**config.mk**
```make
export PLATFORM = sky130hd
export DESIGN_NAME = j1_uart
export DESIGN_NICKNAME = d
export VERILOG_FILES = /design/src/rtl/j1_uart.sv
export SDC_FILE = /design/constraint.sdc
export NUM_CORES = 1
export LEC_CHECK = 0
export ABC_AREA = 0
export CORE_MARGIN = 2
export CORE_UTILIZATION = 51
export DETAILED_ROUTE_END_ITERATION = 12
export PLACE_DENSITY = 0.75
export SLEW_MARGIN = 25
export SYNTH_ARGS = -nofsm -noshare
export SYNTH_HDL_FRONTEND = slang
export SYNTH_SLANG_ARGS = --single-unit
export TNS_END_PERCENT = 5
```
**constraint.sdc**
```tcl
create_clock -name clk -period 2.7 [get_ports clk]
set_input_delay 0.54 -clock clk [delete_from_list [all_inputs] [get_ports clk]]
set_output_delay 0.54 -clock clk [all_outputs]
set_load 0.1 [all_outputs]
```
**src/rtl/j1_uart.sv**
```systemverilog
// j1_uart: memory-mapped UART for the J1 CPU. 4-deep TX FIFO feeding a serial
// shifter, single-byte RX holding register with overrun and framing status.
//
// state | meaning (shared by the TX and RX FSMs)
// IDLE  | line idle; TX waits for FIFO data, RX waits for a falling edge
// START | start bit
// DATA  | eight data bits, LSB first
// STOP  | stop bit
module j1_uart #(
  parameter int CLKDIV = 217
) (
  input  logic        clk,
  input  logic        resetq,
  input  logic        io_wr,
  input  logic        io_rd,
  input  logic [15:0] io_addr,
  input  logic [15:0] io_dout,
  output logic [15:0] io_din,
  output logic        uart_tx,
  input  logic        uart_rx
);
  typedef enum logic [1:0] {S_IDLE, S_START, S_DATA, S_STOP} state_t;

  localparam logic [15:0] BIT_LAST  = 16'(CLKDIV - 1);
  localparam logic [15:0] HALF_LAST = 16'(CLKDIV / 2 - 1);

  logic sel_data, sel_stat, wr_data, rd_pop, rd_stat;
  logic unused_io_bits;

  assign sel_data       = io_addr[12];
  assign sel_stat       = io_addr[13];
  assign wr_data        = io_wr & sel_data;
  assign rd_pop         = io_rd & sel_data;
  assign rd_stat        = io_rd & sel_stat;
  assign unused_io_bits = ^{io_addr[15:14], io_addr[11:0], io_dout[15:8]};

  logic [7:0] fifo_mem [4];
  logic [1:0] wr_ptr, rd_ptr;
  logic [2:0] fifo_cnt;
  logic       fifo_full, fifo_empty, push, pop;

  assign fifo_full  = (fifo_cnt == 3'd4);
  assign fifo_empty = (fifo_cnt == 3'd0);
  assign push       = wr_data & ~fifo_full;

  always_ff @(posedge clk)
    if (push) fifo_mem[wr_ptr] <= io_dout[7:0];

  always_ff @(posedge clk or negedge resetq)
    if (!resetq) begin
      wr_ptr   <= 2'd0;
      rd_ptr   <= 2'd0;
      fifo_cnt <= 3'd0;
    end else begin
      if (push) wr_ptr <= wr_ptr + 2'd1;
      if (pop)  rd_ptr <= rd_ptr + 2'd1;
      case ({push, pop})
        2'b10:   fifo_cnt <= fifo_cnt + 3'd1;
        2'b01:   fifo_cnt <= fifo_cnt - 3'd1;
        default: fifo_cnt <= fifo_cnt;
      endcase
    end

  state_t      tx_state, tx_state_nxt;
  logic [15:0] tx_cnt, tx_cnt_nxt;
  logic [2:0]  tx_idx, tx_idx_nxt;
  logic [7:0]  tx_shift, tx_shift_nxt;
  logic        tx_tc, tx_bit_nxt, tx_idle;

  assign tx_tc   = (tx_cnt == 16'd0);
  assign tx_idle = (tx_state == S_IDLE) & fifo_empty;

  always_ff @(posedge clk or negedge resetq)
    if (!resetq) begin
      tx_state <= S_IDLE;
      tx_cnt   <= 16'd0;
      tx_idx   <= 3'd0;
      tx_shift <= 8'd0;
      uart_tx  <= 1'b1;
    end else begin
      tx_state <= tx_state_nxt;
      tx_cnt   <= tx_cnt_nxt;
      tx_idx   <= tx_idx_nxt;
      tx_shift <= tx_shift_nxt;
      uart_tx  <= tx_bit_nxt;
    end

  always_comb begin
    tx_state_nxt = tx_state;
    tx_cnt_nxt   = tx_tc ? 16'd0 : tx_cnt - 16'd1;
    tx_idx_nxt   = tx_idx;
    tx_shift_nxt = tx_shift;
    pop          = 1'b0;
    unique case (tx_state)
      S_IDLE:
        if (!fifo_empty) begin
          tx_state_nxt = S_START;
          tx_cnt_nxt   = BIT_LAST;
          tx_shift_nxt = fifo_mem[rd_ptr];
          pop          = 1'b1;
        end
      S_START:
        if (tx_tc) begin
          tx_state_nxt = S_DATA;
          tx_cnt_nxt   = BIT_LAST;
          tx_idx_nxt   = 3'd0;
        end
      S_DATA:
        if (tx_tc) begin
          tx_cnt_nxt = BIT_LAST;
          tx_idx_nxt = tx_idx + 3'd1;
          if (tx_idx == 3'd7) tx_state_nxt = S_STOP;
        end
      S_STOP:
        if (tx_tc) begin
          if (!fifo_empty) begin
            tx_state_nxt = S_START;
            tx_cnt_nxt   = BIT_LAST;
            tx_shift_nxt = fifo_mem[rd_ptr];
            pop          = 1'b1;
          end else begin
            tx_state_nxt = S_IDLE;
          end
        end
    endcase
  end

  // Line level is registered from the next state so it switches with the FSM.
  always_comb begin
    tx_bit_nxt = 1'b1;
    case (tx_state_nxt)
      S_START: tx_bit_nxt = 1'b0;
      S_DATA:  tx_bit_nxt = tx_shift_nxt[tx_idx_nxt];
      default: tx_bit_nxt = 1'b1;
    endcase
  end

  logic [1:0] rx_sync;
  logic       rx_s, rx_prev;

  assign rx_s = rx_sync[1];

  always_ff @(posedge clk or negedge resetq)
    if (!resetq) begin
      rx_sync <= 2'b11;
      rx_prev <= 1'b1;
    end else begin
      rx_sync <= {rx_sync[0], uart_rx};
      rx_prev <= rx_s;
    end

  state_t      rx_state, rx_state_nxt;
  logic [15:0] rx_cnt, rx_cnt_nxt;
  logic [2:0]  rx_idx, rx_idx_nxt;
  logic [7:0]  rx_shift, rx_shift_nxt;
  logic        rx_tc, rx_done_ok, rx_done_err;

  assign rx_tc = (rx_cnt == 16'd0);

  always_ff @(posedge clk or negedge resetq)
    if (!resetq) begin
      rx_state <= S_IDLE;
      rx_cnt   <= 16'd0;
      rx_idx   <= 3'd0;
      rx_shift <= 8'd0;
    end else begin
      rx_state <= rx_state_nxt;
      rx_cnt   <= rx_cnt_nxt;
      rx_idx   <= rx_idx_nxt;
      rx_shift <= rx_shift_nxt;
    end

  always_comb begin
    rx_state_nxt = rx_state;
    rx_cnt_nxt   = rx_tc ? 16'd0 : rx_cnt - 16'd1;
    rx_idx_nxt   = rx_idx;
    rx_shift_nxt = rx_shift;
    unique case (rx_state)
      S_IDLE:
        if (rx_prev & ~rx_s) begin
          rx_state_nxt = S_START;
          rx_cnt_nxt   = HALF_LAST;
        end
      S_START:
        if (rx_tc) begin
          if (rx_s) begin
            rx_state_nxt = S_IDLE;
          end else begin
            rx_state_nxt = S_DATA;
            rx_cnt_nxt   = BIT_LAST;
            rx_idx_nxt   = 3'd0;
          end
        end
      S_DATA:
        if (rx_tc) begin
          rx_shift_nxt = {rx_s, rx_shift[7:1]};
          rx_cnt_nxt   = BIT_LAST;
          rx_idx_nxt   = rx_idx + 3'd1;
          if (rx_idx == 3'd7) rx_state_nxt = S_STOP;
        end
      S_STOP:
        if (rx_tc) rx_state_nxt = S_IDLE;
    endcase
  end

  always_comb begin
    rx_done_ok  = 1'b0;
    rx_done_err = 1'b0;
    if (rx_state == S_STOP && rx_tc) begin
      rx_done_ok  = rx_s;
      rx_done_err = ~rx_s;
    end
  end

  logic [7:0]  rx_byte;
  logic        rx_valid, rx_overrun, rx_frame_err;
  logic [15:0] status;

  assign status = {11'd0, rx_frame_err, tx_idle, rx_overrun, rx_valid, fifo_full};

  // A frame landing on the same cycle as a DATA read counts as the read
  // having emptied the buffer first, so no overrun is flagged.
  always_ff @(posedge clk or negedge resetq)
    if (!resetq) begin
      rx_byte      <= 8'd0;
      rx_valid     <= 1'b0;
      rx_overrun   <= 1'b0;
      rx_frame_err <= 1'b0;
      io_din       <= 16'd0;
    end else begin
      if (rx_done_ok) begin
        rx_byte    <= rx_shift;
        rx_valid   <= 1'b1;
        rx_overrun <= rd_pop ? 1'b0 : (rx_overrun | rx_valid);
      end else if (rd_pop) begin
        rx_valid   <= 1'b0;
        rx_overrun <= 1'b0;
      end
      if (rx_done_err)  rx_frame_err <= 1'b1;
      else if (rd_stat) rx_frame_err <= 1'b0;
      if (io_rd) io_din <= sel_stat ? status : (sel_data ? {8'h00, rx_byte} : 16'h0000);
    end
endmodule

```
==> impl_results.html, run 1 <==
<table>
<tr><th>Metric</th><th>Value</th></tr>
<tr><th colspan="2">Floorplanning</th></tr>
<tr><td>Initial cell density of the core</td><td>0.516</td></tr>
<tr><td>Core footprint</td><td>approximately 11000 um2</td></tr>
<tr><td>Total Die Area</td><td>~12000 um2</td></tr>
<tr><td>Die height</td><td>approximately 110 um</td></tr>
<tr><td>I/O Pins</td><td>54</td></tr>
<tr><td>Width of the die</td><td>108 um</td></tr>
<tr><td>FP Rows</td><td>38</td></tr>
<tr><th colspan="2">Critical path</th></tr>
<tr><td>Max stage delay on crit path</td><td>between 0.5 and 0.6 ns</td></tr>
<tr><td>Crit-path most repeated cell</td><td>sky130_fd_sc_hd__xor2_1</td></tr>
<tr><td>Top delay family on crit path</td><td>simple AND/OR/NAND/NOR gates</td></tr>
<tr><td>Arrival time of data at the critical path endpoint</td><td>3.06 ns</td></tr>
<tr><td>R2r endpoint</td><td>fifo_cnt[2]$_DFFE_PN0P_</td></tr>
<tr><td>Worst path required time</td><td>3.11 ns</td></tr>
<tr><td>Worst Path Max Fanout</td><td>4</td></tr>
<tr><td>Critical Path Sink Type</td><td>flop</td></tr>
<tr><td>Worst-path cell with the longest stage delay</td><td>sky130_fd_sc_hd__or4_4</td></tr>
<tr><td>Path length in cells of the critical path</td><td>9</td></tr>
<tr><td>Critical Path Start Type</td><td>flop</td></tr>
<tr><td>Worst flop-to-flop path startpoint</td><td>tx_cnt[3]$_DFF_PN0_</td></tr>
<tr><td>FF-to-FF path depth</td><td>9</td></tr>
<tr><td>CP Cell Sequence</td><td>or4_4 &gt; nor4_4 &gt; a22o_1 &gt; ha_2 &gt; inv_1 &gt; fa_2 &gt; xor2_1 &gt; nor2_1 &gt; xor2_1</td></tr>
<tr><td>Worst Path Buf+Inv</td><td>1</td></tr>
<tr><td>Category of the most critical setup path</td><td>flop to flop</td></tr>
<tr><td>Slack of the worst reg-to-reg path</td><td>around 0.044 ns</td></tr>
<tr><th colspan="2">Logic synthesis</th></tr>
<tr><td>Post-synthesis sequential area ratio</td><td>0.571</td></tr>
<tr><td>Area of the mapped netlist</td><td>5540 um2</td></tr>
<tr><td>Average footprint of a synthesized cell</td><td>12.3 um2</td></tr>
<tr><td>Async SR Flop Fraction</td><td>0.733</td></tr>
<tr><td>Leading area contributor after synthesis</td><td>sky130_fd_sc_hd__dfrtp_1</td></tr>
<tr><td>Largest cells by area after synthesis</td><td>sky130_fd_sc_hd__dfrtp_1, sky130_fd_sc_hd__edfxtp_1, sky130_fd_sc_hd__ha_1</td></tr>
<tr><td>Primary flip-flop cell chosen by synthesis mapping</td><td>sky130_fd_sc_hd__dfrtp_1</td></tr>
<tr><td>Warnings from Yosys</td><td>0</td></tr>
<tr><td>Synth top cells by count</td><td>sky130_fd_sc_hd__dfrtp_1, sky130_fd_sc_hd__nor2_1, sky130_fd_sc_hd__edfxtp_1</td></tr>
<tr><td>Number of synthesized flops with an enable pin</td><td>32</td></tr>
<tr><td>Flops &amp; latches, synth</td><td>120</td></tr>
<tr><td>Gate count after technology mapping</td><td>450</td></tr>
<tr><td>Number of different library cells in the post-synthesis netlist</td><td>61</td></tr>
<tr><td>Top cell type's share of synthesized area</td><td>0.379</td></tr>
<tr><td>Most used standard cell by instance count after synthesis</td><td>sky130_fd_sc_hd__dfrtp_1</td></tr>
<tr><th colspan="2">GRT</th></tr>
<tr><td>Initial antenna violation count</td><td>0</td></tr>
<tr><td>Maximum number of pins on one net before global-route repair</td><td>48</td></tr>
<tr><td>Residual overflow from global routing</td><td>0</td></tr>
<tr><td>Number of global-route vias before repair</td><td>around 3800</td></tr>
<tr><td>Total global routing track utilization</td><td>0.203</td></tr>
<tr><td>Global-route wire length before repair</td><td>18.1 mm</td></tr>
<tr><th colspan="2">Routing</th></tr>
<tr><td>Final Routed Wirelength</td><td>approximately 10 mm</td></tr>
<tr><td>Uppermost metal layer occupied by signal nets</td><td>met4</td></tr>
<tr><td>Count of vias placed by the detailed router</td><td>3524</td></tr>
<tr><td>Remaining number of nets flagged by the antenna check after routing</td><td>0</td></tr>
<tr><td>Number of design rule violations left after detail routing</td><td>0</td></tr>
<tr><td>Routed length on met1</td><td>4.64 mm</td></tr>
<tr><td>Iteration-0 DRC Markers</td><td>173</td></tr>
<tr><td>Via-to-Cell Ratio</td><td>approximately 5.4</td></tr>
<tr><td>Detailed-routed wire length on met3</td><td>302 um</td></tr>
<tr><td>Wire length on met2</td><td>between 5 and 6 mm</td></tr>
<tr><td>Routed wire per std cell</td><td>about 16 um</td></tr>
<tr><td>First-pass DRT Iterations</td><td>4</td></tr>
<tr><th colspan="2">Layout</th></tr>
<tr><td>Number of nets in the final layout</td><td>around 550</td></tr>
<tr><td>Filler instances</td><td>856</td></tr>
<tr><td>Layout Cells excl Fill</td><td>649</td></tr>
<tr><td>Final core utilization</td><td>0.611</td></tr>
<tr><td>Fraction of layout cells with a size suffix above 1</td><td>0.212</td></tr>
<tr><td>Diodes inserted</td><td>0</td></tr>
<tr><td>Synth-to-Final Area Change</td><td>18.3%</td></tr>
<tr><th colspan="2">Timing</th></tr>
<tr><td>Slew margin rel.</td><td>0.600</td></tr>
<tr><td>Setup TNS</td><td>0 ns</td></tr>
<tr><td>Number of max-slew violations in the final report</td><td>0</td></tr>
<tr><td>Final-report hold violation count</td><td>0</td></tr>
<tr><td>Clock skew</td><td>0.00548 ns</td></tr>
<tr><td>Smallest setup slack after layout</td><td>0.0444 ns</td></tr>
<tr><td>Period minus WS final</td><td>2.66 ns</td></tr>
<tr><td>Tcrit/Tclk final</td><td>0.984</td></tr>
<tr><td>Highest clock rate</td><td>~380 MHz</td></tr>
<tr><td>Endpoints failing setup</td><td>0</td></tr>
<tr><td>Slew of the pin with the lowest slew margin</td><td>roughly 0.6 ns</td></tr>
<tr><td>RSZ-0062 raised after global routing</td><td>yes</td></tr>
<tr><th colspan="2">Place</th></tr>
<tr><td>IO Port Bufs</td><td>23</td></tr>
<tr><td>Routability congestion estimate from global placement</td><td>0.845</td></tr>
<tr><td>Worst setup slack before clock tree synthesis</td><td>-0.0280 ns</td></tr>
<tr><td>Number of cells in the design after placement</td><td>616</td></tr>
<tr><td>HPWL after detailed placement</td><td>7.06 mm</td></tr>
<tr><th colspan="2">Clock tree</th></tr>
<tr><td>Buffer cell driving the clock tree root</td><td>sky130_fd_sc_hd__clkbuf_8</td></tr>
<tr><td>Clock Sink Count</td><td>120</td></tr>
<tr><td>Hold Buf Count CTS</td><td>0</td></tr>
<tr><td>Htree depth</td><td>4</td></tr>
<tr><td>CTS tree</td><td>built</td></tr>
<tr><td>Clock insertion delay at the later pin of the skew report</td><td>0.53 ns</td></tr>
<tr><td>Clock buffers created by TritonCTS</td><td>17</td></tr>
<tr><td>Post-CTS clock slew at the launch and capture registers of the worst setup and hold paths</td><td>0.05 ns</td></tr>
<tr><td>Maximum root-to-sink buffer count</td><td>2</td></tr>
<tr><th colspan="2">Min path</th></tr>
<tr><td>Hold crit path type</td><td>input port to async pin</td></tr>
<tr><th colspan="2">Pwr</th></tr>
<tr><td>Worst-case vdd ir drop</td><td>0.000571 V</td></tr>
<tr><td>Overall Power</td><td>approximately 7600 uW</td></tr>
<tr><td>Static Leakage</td><td>0.00280 uW</td></tr>
<tr><td>Power per cell area</td><td>1150 nW/um2</td></tr>
<tr><th colspan="2">Run</th></tr>
<tr><td>Number of maximum-capacitance constraint violations</td><td>0</td></tr>
<tr><th colspan="2">Status</th></tr>
<tr><td>Result of the run</td><td>complete, no violations</td></tr>
</table>
[layout make-up]
class / instances / area [um2] / share of cell area
clock inverter: 8 / 71.3 / 0.0109
clock buffer: 24 / 470 / 0.0717
multi-input combinational: 296 / 2260 / 0.344
timing repair buffer: 41 / 340 / 0.0519
tap: 140 / 175 / 0.0267
inverter: 20 / 75.1 / 0.0114
sequential: 120 / 3170 / 0.483
[layout by cell type, fill, tap and decap left out, types with 6 or more instances in the layout]
| cell type | instances |
|---|---|
| sky130_fd_sc_hd__dfrtp_1 | 84 |
| sky130_fd_sc_hd__nor2_1 | 47 |
| sky130_fd_sc_hd__edfxtp_1 | 32 |
| sky130_fd_sc_hd__buf_4 | 28 |
| sky130_fd_sc_hd__nand2_1 | 24 |
| sky130_fd_sc_hd__xnor2_1 | 22 |
| sky130_fd_sc_hd__inv_1 | 20 |
| sky130_fd_sc_hd__a21oi_1 | 20 |
| sky130_fd_sc_hd__ha_1 | 18 |
| sky130_fd_sc_hd__mux2_2 | 16 |
| sky130_fd_sc_hd__clkbuf_16 | 16 |
| sky130_fd_sc_hd__o21ai_0 | 13 |
| sky130_fd_sc_hd__clkdlybuf4s50_1 | 13 |
| sky130_fd_sc_hd__xor2_1 | 10 |
| sky130_fd_sc_hd__nor3_1 | 9 |
| sky130_fd_sc_hd__nor4_1 | 9 |
| sky130_fd_sc_hd__a22o_1 | 9 |
| sky130_fd_sc_hd__mux4_2 | 8 |
| sky130_fd_sc_hd__conb_1 | 8 |
| sky130_fd_sc_hd__or4_4 | 6 |
| sky130_fd_sc_hd__nand3_1 | 6 |
| sky130_fd_sc_hd__a22oi_1 | 6 |
[cells by family (layout without fill, tap and decap cells)]
family                   after synthesis  in the layout  synth area share
AND/OR/NAND/NOR                      134            134             0.131
flip-flops                           120            120             0.571
AO/OA/AOI/OAI                         74             74            0.0916
buffers and inverters                 41             93            0.0363
XOR/XNOR                              32             32            0.0506
multiplexers                          28             28            0.0722
adder cells (fa/ha/maj)               20             20            0.0465
other                                  1              8          0.000676
[repair_timing]
action	CTS	global route
setup buffers	0	1
resized for setup	2	9
setup endpoints to repair	2	21
hold endpoints to repair	0	0
pin swaps	1	7
gates cloned	0	0
[sequential cells by signal, summed over array words and instances (netlist names), 3 cells and up, named ones only]
signal	flops
fifo_cnt	3
fifo_mem	32
io_din	8
rx_byte	8
rx_cnt	16
rx_idx	3
rx_shift	8
tx_cnt	16
tx_idx	3
tx_shift	8
[layer usage]
metal,GRT usage,vias to the layer above
li1,-,1697
met1,0.256,1750
met2,0.336,61
met3,0.0549,16
met4,0.0806,0
met5,0,-
[where the power goes]
group / switching (uW) / total [uW] / internal [uW] / leakage, uW
Combinational: 1530 / 2780 / 1250 / 0.00110
Clock: 755 / 2040 / 1280 / 0.000269
Sequential: 448 / 2750 / 2300 / 0.00143
[metrics by stage]
stage | cell area (um2) | hold slack, ns
after CTS | 6510 | 0.0348
final | 6560 | 0.0176
after global placement | 5950 | 0.347
after global routing | 6560 | 0.0750
after floorplan | 5570 | 0.244
after detailed placement | 5950 | 0.350
[worst max path at each step]
stage                               startpoint                 endpoint  slack (ns)
after global placement    tx_cnt[10]$_DFF_PN0_  fifo_cnt[2]$_DFFE_PN0P_        0.02
after detailed placement  tx_cnt[10]$_DFF_PN0_  fifo_cnt[2]$_DFFE_PN0P_       -0.03
final                      tx_cnt[3]$_DFF_PN0_  fifo_cnt[2]$_DFFE_PN0P_        0.04
after global routing       tx_cnt[3]$_DFF_PN0_  fifo_cnt[2]$_DFFE_PN0P_       -0.11
after CTS                 tx_cnt[10]$_DFF_PN0_  fifo_cnt[2]$_DFFE_PN0P_       -0.02
after floorplan            tx_cnt[0]$_DFF_PN0_        uart_tx$_DFF_PN1_        0.04
No activity file was read; power rests on OpenSTA's default activity.
==> run 2: changes to the inputs <==
- CORE_MARGIN: 2 -> default
- MAX_ROUTING_LAYER: default -> met4
==> run 2 against run 1 <==
Register-to-register slack gained 0.06 ns. Critical path depth down 2. Cell area up 1.7%. Critical endpoint is now rx_idx[0]$_DFFE_PN0P_. Sequential share of layout area is 0.82 points lower. Non-clock buffer count rose by 2. Setup slack better by 0.056 ns. Cell count shrank 0.31%. Flip-flop and latch count unchanged. Hold slack improved by 0.35 ns. Die area down 3.7%. Maximum frequency increased by 2.2%. Count of clock-buffer cells in the layout shrank 4.
==> impl_results.html, run 2 (synthesized netlist as in run 1, its figures left out) <==
<table>
<tr><th>Metric</th><th>Value</th></tr>
<tr><th colspan="2">Status</th></tr>
<tr><td>Result of the run</td><td>complete, no violations</td></tr>
<tr><th colspan="2">Timing</th></tr>
<tr><td>Final-report hold violation count</td><td>0 (unchanged)</td></tr>
<tr><td>Number of max-slew violations in the final report</td><td>0 (unchanged)</td></tr>
<tr><td>Period minus WS final</td><td>2.60 ns (-0.0560 ns)</td></tr>
<tr><td>Clock skew</td><td>0.0106 ns (+0.00510 ns)</td></tr>
<tr><td>RSZ-0062 raised after global routing</td><td>yes</td></tr>
<tr><td>Slew of the pin with the lowest slew margin</td><td>0.710 ns (+0.110 ns)</td></tr>
<tr><td>Slew margin rel.</td><td>0.525 (-0.0751)</td></tr>
<tr><td>Highest clock rate</td><td>385 MHz (+2.2%)</td></tr>
<tr><td>Smallest setup slack after layout</td><td>0.100 ns (+0.0560 ns)</td></tr>
<tr><td>Tcrit/Tclk final</td><td>0.963 (-0.0207)</td></tr>
<tr><td>Endpoints failing setup</td><td>0 (unchanged)</td></tr>
<tr><th colspan="2">Floorplanning</th></tr>
<tr><td>Initial cell density of the core</td><td>0.532 (+0.0163)</td></tr>
<tr><td>Core footprint</td><td>10400 um2 (-3.1%)</td></tr>
<tr><td>Total Die Area</td><td>11300 um2 (-3.7%)</td></tr>
<tr><td>FP Rows</td><td>37 (-2.6%)</td></tr>
<tr><td>I/O Pins</td><td>54 (unchanged)</td></tr>
<tr><td>Width of the die</td><td>106 um (-1.8%)</td></tr>
<tr><td>Die height</td><td>106 um (-1.8%)</td></tr>
<tr><th colspan="2">Run</th></tr>
<tr><td>Number of maximum-capacitance constraint violations</td><td>0 (unchanged)</td></tr>
<tr><th colspan="2">Min path</th></tr>
<tr><td>Hold crit path type</td><td>flop to flop</td></tr>
<tr><th colspan="2">Critical path</th></tr>
<tr><td>Worst path required time</td><td>3.08 ns (-0.03 ns)</td></tr>
<tr><td>Max stage delay on crit path</td><td>0.54 ns (-0.05 ns)</td></tr>
<tr><td>Crit-path most repeated cell</td><td>sky130_fd_sc_hd__or4_4</td></tr>
<tr><td>Category of the most critical setup path</td><td>flop to flop</td></tr>
<tr><td>Slack of the worst reg-to-reg path</td><td>0.10 ns (+0.06 ns)</td></tr>
<tr><td>Worst-path cell with the longest stage delay</td><td>sky130_fd_sc_hd__or4_4</td></tr>
<tr><td>Critical Path Start Type</td><td>flop</td></tr>
<tr><td>Arrival time of data at the critical path endpoint</td><td>2.98 ns (-0.08 ns)</td></tr>
<tr><td>Critical Path Sink Type</td><td>flop</td></tr>
<tr><td>CP Cell Sequence</td><td>or4_4 &gt; or4_4 &gt; nor4_4 &gt; nand2_1 &gt; or2_2 &gt; a21oi_1 &gt; a311oi_2</td></tr>
<tr><td>Worst Path Max Fanout</td><td>5 (+1)</td></tr>
<tr><th colspan="2">Place</th></tr>
<tr><td>HPWL after detailed placement</td><td>6.65 mm (-5.9%)</td></tr>
<tr><td>Worst setup slack before clock tree synthesis</td><td>-0.131 ns (-0.103 ns)</td></tr>
<tr><td>IO Port Bufs</td><td>23 (unchanged)</td></tr>
<tr><td>Routability congestion estimate from global placement</td><td>0.814 (-3.7%)</td></tr>
<tr><td>Number of cells in the design after placement</td><td>612 (-0.65%)</td></tr>
<tr><td>Dpl cell area</td><td>5960 um2 (+0.13%)</td></tr>
<tr><th colspan="2">Layout</th></tr>
<tr><td>Multi-input combinational cell area</td><td>2280 um2 (+1.1%)</td></tr>
<tr><td>Sequential cell area in the final layout</td><td>3170 um2 (unchanged)</td></tr>
<tr><td>Number of nets in the final layout</td><td>555 (+0.36%)</td></tr>
<tr><td>Commonest non-fill, non-tap cell in the layout</td><td>sky130_fd_sc_hd__dfrtp_1</td></tr>
<tr><td>Max FFs per register</td><td>32 (unchanged)</td></tr>
<tr><td>Layout Cells excl Fill</td><td>647 (-0.31%)</td></tr>
<tr><td>Fraction of layout cells with a size suffix above 1</td><td>0.223 (+0.0109)</td></tr>
<tr><td>Register with the most flip-flops</td><td>fifo_mem</td></tr>
<tr><td>Diodes inserted</td><td>0 (unchanged)</td></tr>
<tr><td>Filler instances</td><td>760 (-11%)</td></tr>
<tr><td>Area of all placed cells without fillers</td><td>6670 um2 (+1.7%)</td></tr>
<tr><td>Synth-to-Final Area Change</td><td>20.4%</td></tr>
<tr><td>Final core utilization</td><td>0.641 (+0.0301)</td></tr>
<tr><td>Commonest cells after routing, fill and taps aside</td><td>sky130_fd_sc_hd__dfrtp_1, sky130_fd_sc_hd__nor2_1, sky130_fd_sc_hd__edfxtp_1, sky130_fd_sc_hd__buf_4, sky130_fd_sc_hd__nand2_1</td></tr>
<tr><td>Leading registers by flop count</td><td>fifo_mem (32), rx_cnt (16), tx_cnt (16)</td></tr>
<tr><th colspan="2">Pwr</th></tr>
<tr><td>Static Leakage</td><td>0.00285 uW (+1.5%)</td></tr>
<tr><td>Reported net switching power</td><td>2810 uW (+2.6%)</td></tr>
<tr><td>Worst-case vdd ir drop</td><td>0.000773 V (+35%)</td></tr>
<tr><td>Overall Power</td><td>7800 uW (+3.0%)</td></tr>
<tr><td>Cell internal power dissipation</td><td>4990 uW (+3.2%)</td></tr>
<tr><td>Fraction of power spent switching nets</td><td>0.360 (-0.00140)</td></tr>
<tr><td>Power per cell area</td><td>1170 nW/um2 (+1.3%)</td></tr>
<tr><td>Clock power frac</td><td>0.289 (+0.020)</td></tr>
<tr><td>Comb power frac</td><td>0.363 (-0.004)</td></tr>
<tr><td>Portion of total power attributed to sequential cells</td><td>0.348 (-0.015)</td></tr>
<tr><th colspan="2">Clock tree</th></tr>
<tr><td>Clock buffers created by TritonCTS</td><td>17 (unchanged)</td></tr>
<tr><td>Maximum root-to-sink buffer count</td><td>2 (unchanged)</td></tr>
<tr><td>Htree depth</td><td>4 (unchanged)</td></tr>
<tr><td>Clock insertion delay at the later pin of the skew report</td><td>0.51 ns (-0.02 ns)</td></tr>
<tr><td>Buffer cell driving the clock tree root</td><td>sky130_fd_sc_hd__clkbuf_8</td></tr>
<tr><td>Clock Sink Count</td><td>120 (unchanged)</td></tr>
<tr><td>Post-CTS clock slew at the launch and capture registers of the worst setup and hold paths</td><td>0.06 ns (about the same)</td></tr>
<tr><td>CTS tree</td><td>built</td></tr>
<tr><th colspan="2">Routing</th></tr>
<tr><td>Remaining number of nets flagged by the antenna check after routing</td><td>0 (unchanged)</td></tr>
<tr><td>Final Routed Wirelength</td><td>10.3 mm (-1.3%)</td></tr>
<tr><td>Via-to-Cell Ratio</td><td>5.61 (+3.3%)</td></tr>
<tr><td>Routed wire per std cell</td><td>15.9 um (-0.98%)</td></tr>
<tr><td>Count of vias placed by the detailed router</td><td>3630 (+3.0%)</td></tr>
<tr><td>First-pass DRT Iterations</td><td>4 (unchanged)</td></tr>
<tr><td>Number of design rule violations left after detail routing</td><td>0 (unchanged)</td></tr>
<tr><td>Iteration-0 DRC Markers</td><td>177 (+2.3%)</td></tr>
<tr><th colspan="2">GRT</th></tr>
<tr><td>Met3 usage in global routing</td><td>0.0460 (-0.00887)</td></tr>
<tr><td>Layer with the highest usage</td><td>met2</td></tr>
<tr><td>Initial antenna violation count</td><td>0 (unchanged)</td></tr>
<tr><td>Total global routing track utilization</td><td>0.211 (+0.00794)</td></tr>
<tr><td>Maximum number of pins on one net before global-route repair</td><td>58 (+21%)</td></tr>
<tr><td>Number of global-route vias before repair</td><td>3710 (-2.6%)</td></tr>
<tr><td>Residual overflow from global routing</td><td>0 (unchanged)</td></tr>
<tr><td>Global-route wire length before repair</td><td>17.7 mm (-2.2%)</td></tr>
<tr><td>Met2 capacity usage during global routing</td><td>0.335 (-0.000700)</td></tr>
<tr><td>Met1 track utilization from global routing</td><td>0.262 (+0.00587)</td></tr>
</table>
-- run 2: worst paths after layout --
| check | cells past startpoint | startpoint | endpoint |
|---|---|---|---|
| max | 7 | rx_cnt[7]$_DFF_PN0_ | rx_idx[0]$_DFFE_PN0P_ |
| min | 0 | rx_sync[0]$_DFF_PN1_ | rx_sync[1]$_DFF_PN1_ |
| max reg2reg | 7 | rx_cnt[7]$_DFF_PN0_ | rx_idx[0]$_DFFE_PN0P_ |
| min reg2reg | 0 | rx_sync[0]$_DFF_PN1_ | rx_sync[1]$_DFF_PN1_ |
| max in group asynchronous | 3 | resetq | rx_prev$_DFF_PN1_ |
| min in group asynchronous | 2 | resetq | tx_cnt[2]$_DFF_PN0_ |
-- run 2: routing by layer --
layer  wire length [um]  vias to the layer above
met5                  0                        -
li1                   -                     1704
met2               5130                       69
met1               4700                     1849
met3                379                        8
met4                102                        0
-- run 2: power by group through the flow --
stage               Sequential (uW)  Combinational (uW)  Clock, uW
floorplan                      2700                1960          0
global placement               2710                2540          0
detailed placement             2730                2630          0
CTS                            2710                2680       2290
global route                   2790                3110       2380
finish                         2720                2830       2250
-- run 2: per-stage QoR --
step | hold WS, ns | setup TNS (ns)
after floorplan | 0.244 | 0
after global placement | 0.345 | -0.0413
after detailed placement | 0.357 | -0.131
after CTS | 0.366 | 0
after global routing | 0.368 | -0.0734
final | 0.364 | 0
-- run 2: area by class of cell --
cell class	instances	share of cell area
Sequential cell	120	0.475
Multi-Input combinational cell	296	0.342
Clock buffer	20	0.0701
Timing Repair Buffer	43	0.0555
Tap cell	136	0.0255
Clock inverter	12	0.0206
Inverter	20	0.0113
-- run 2: what timing repair did --
action / 4_1_cts / 5_1_grt
pin swaps: 0 / 7
buffers inserted: 0 / 2
hold endpoints to repair: 30 / 0
hold buffers: 1 / 0
gates resized for setup: 3 / 12
endpoints found under the setup margin: 4 / 14
cloned: 0 / 0
-- run 2: worst max-delay path: cells and delay by family (launching register included) --
family / cells / cell delay [ns]
simple gates: 5 / 1.81
flops: 1 / 0.41
compound gates: 2 / 0.23
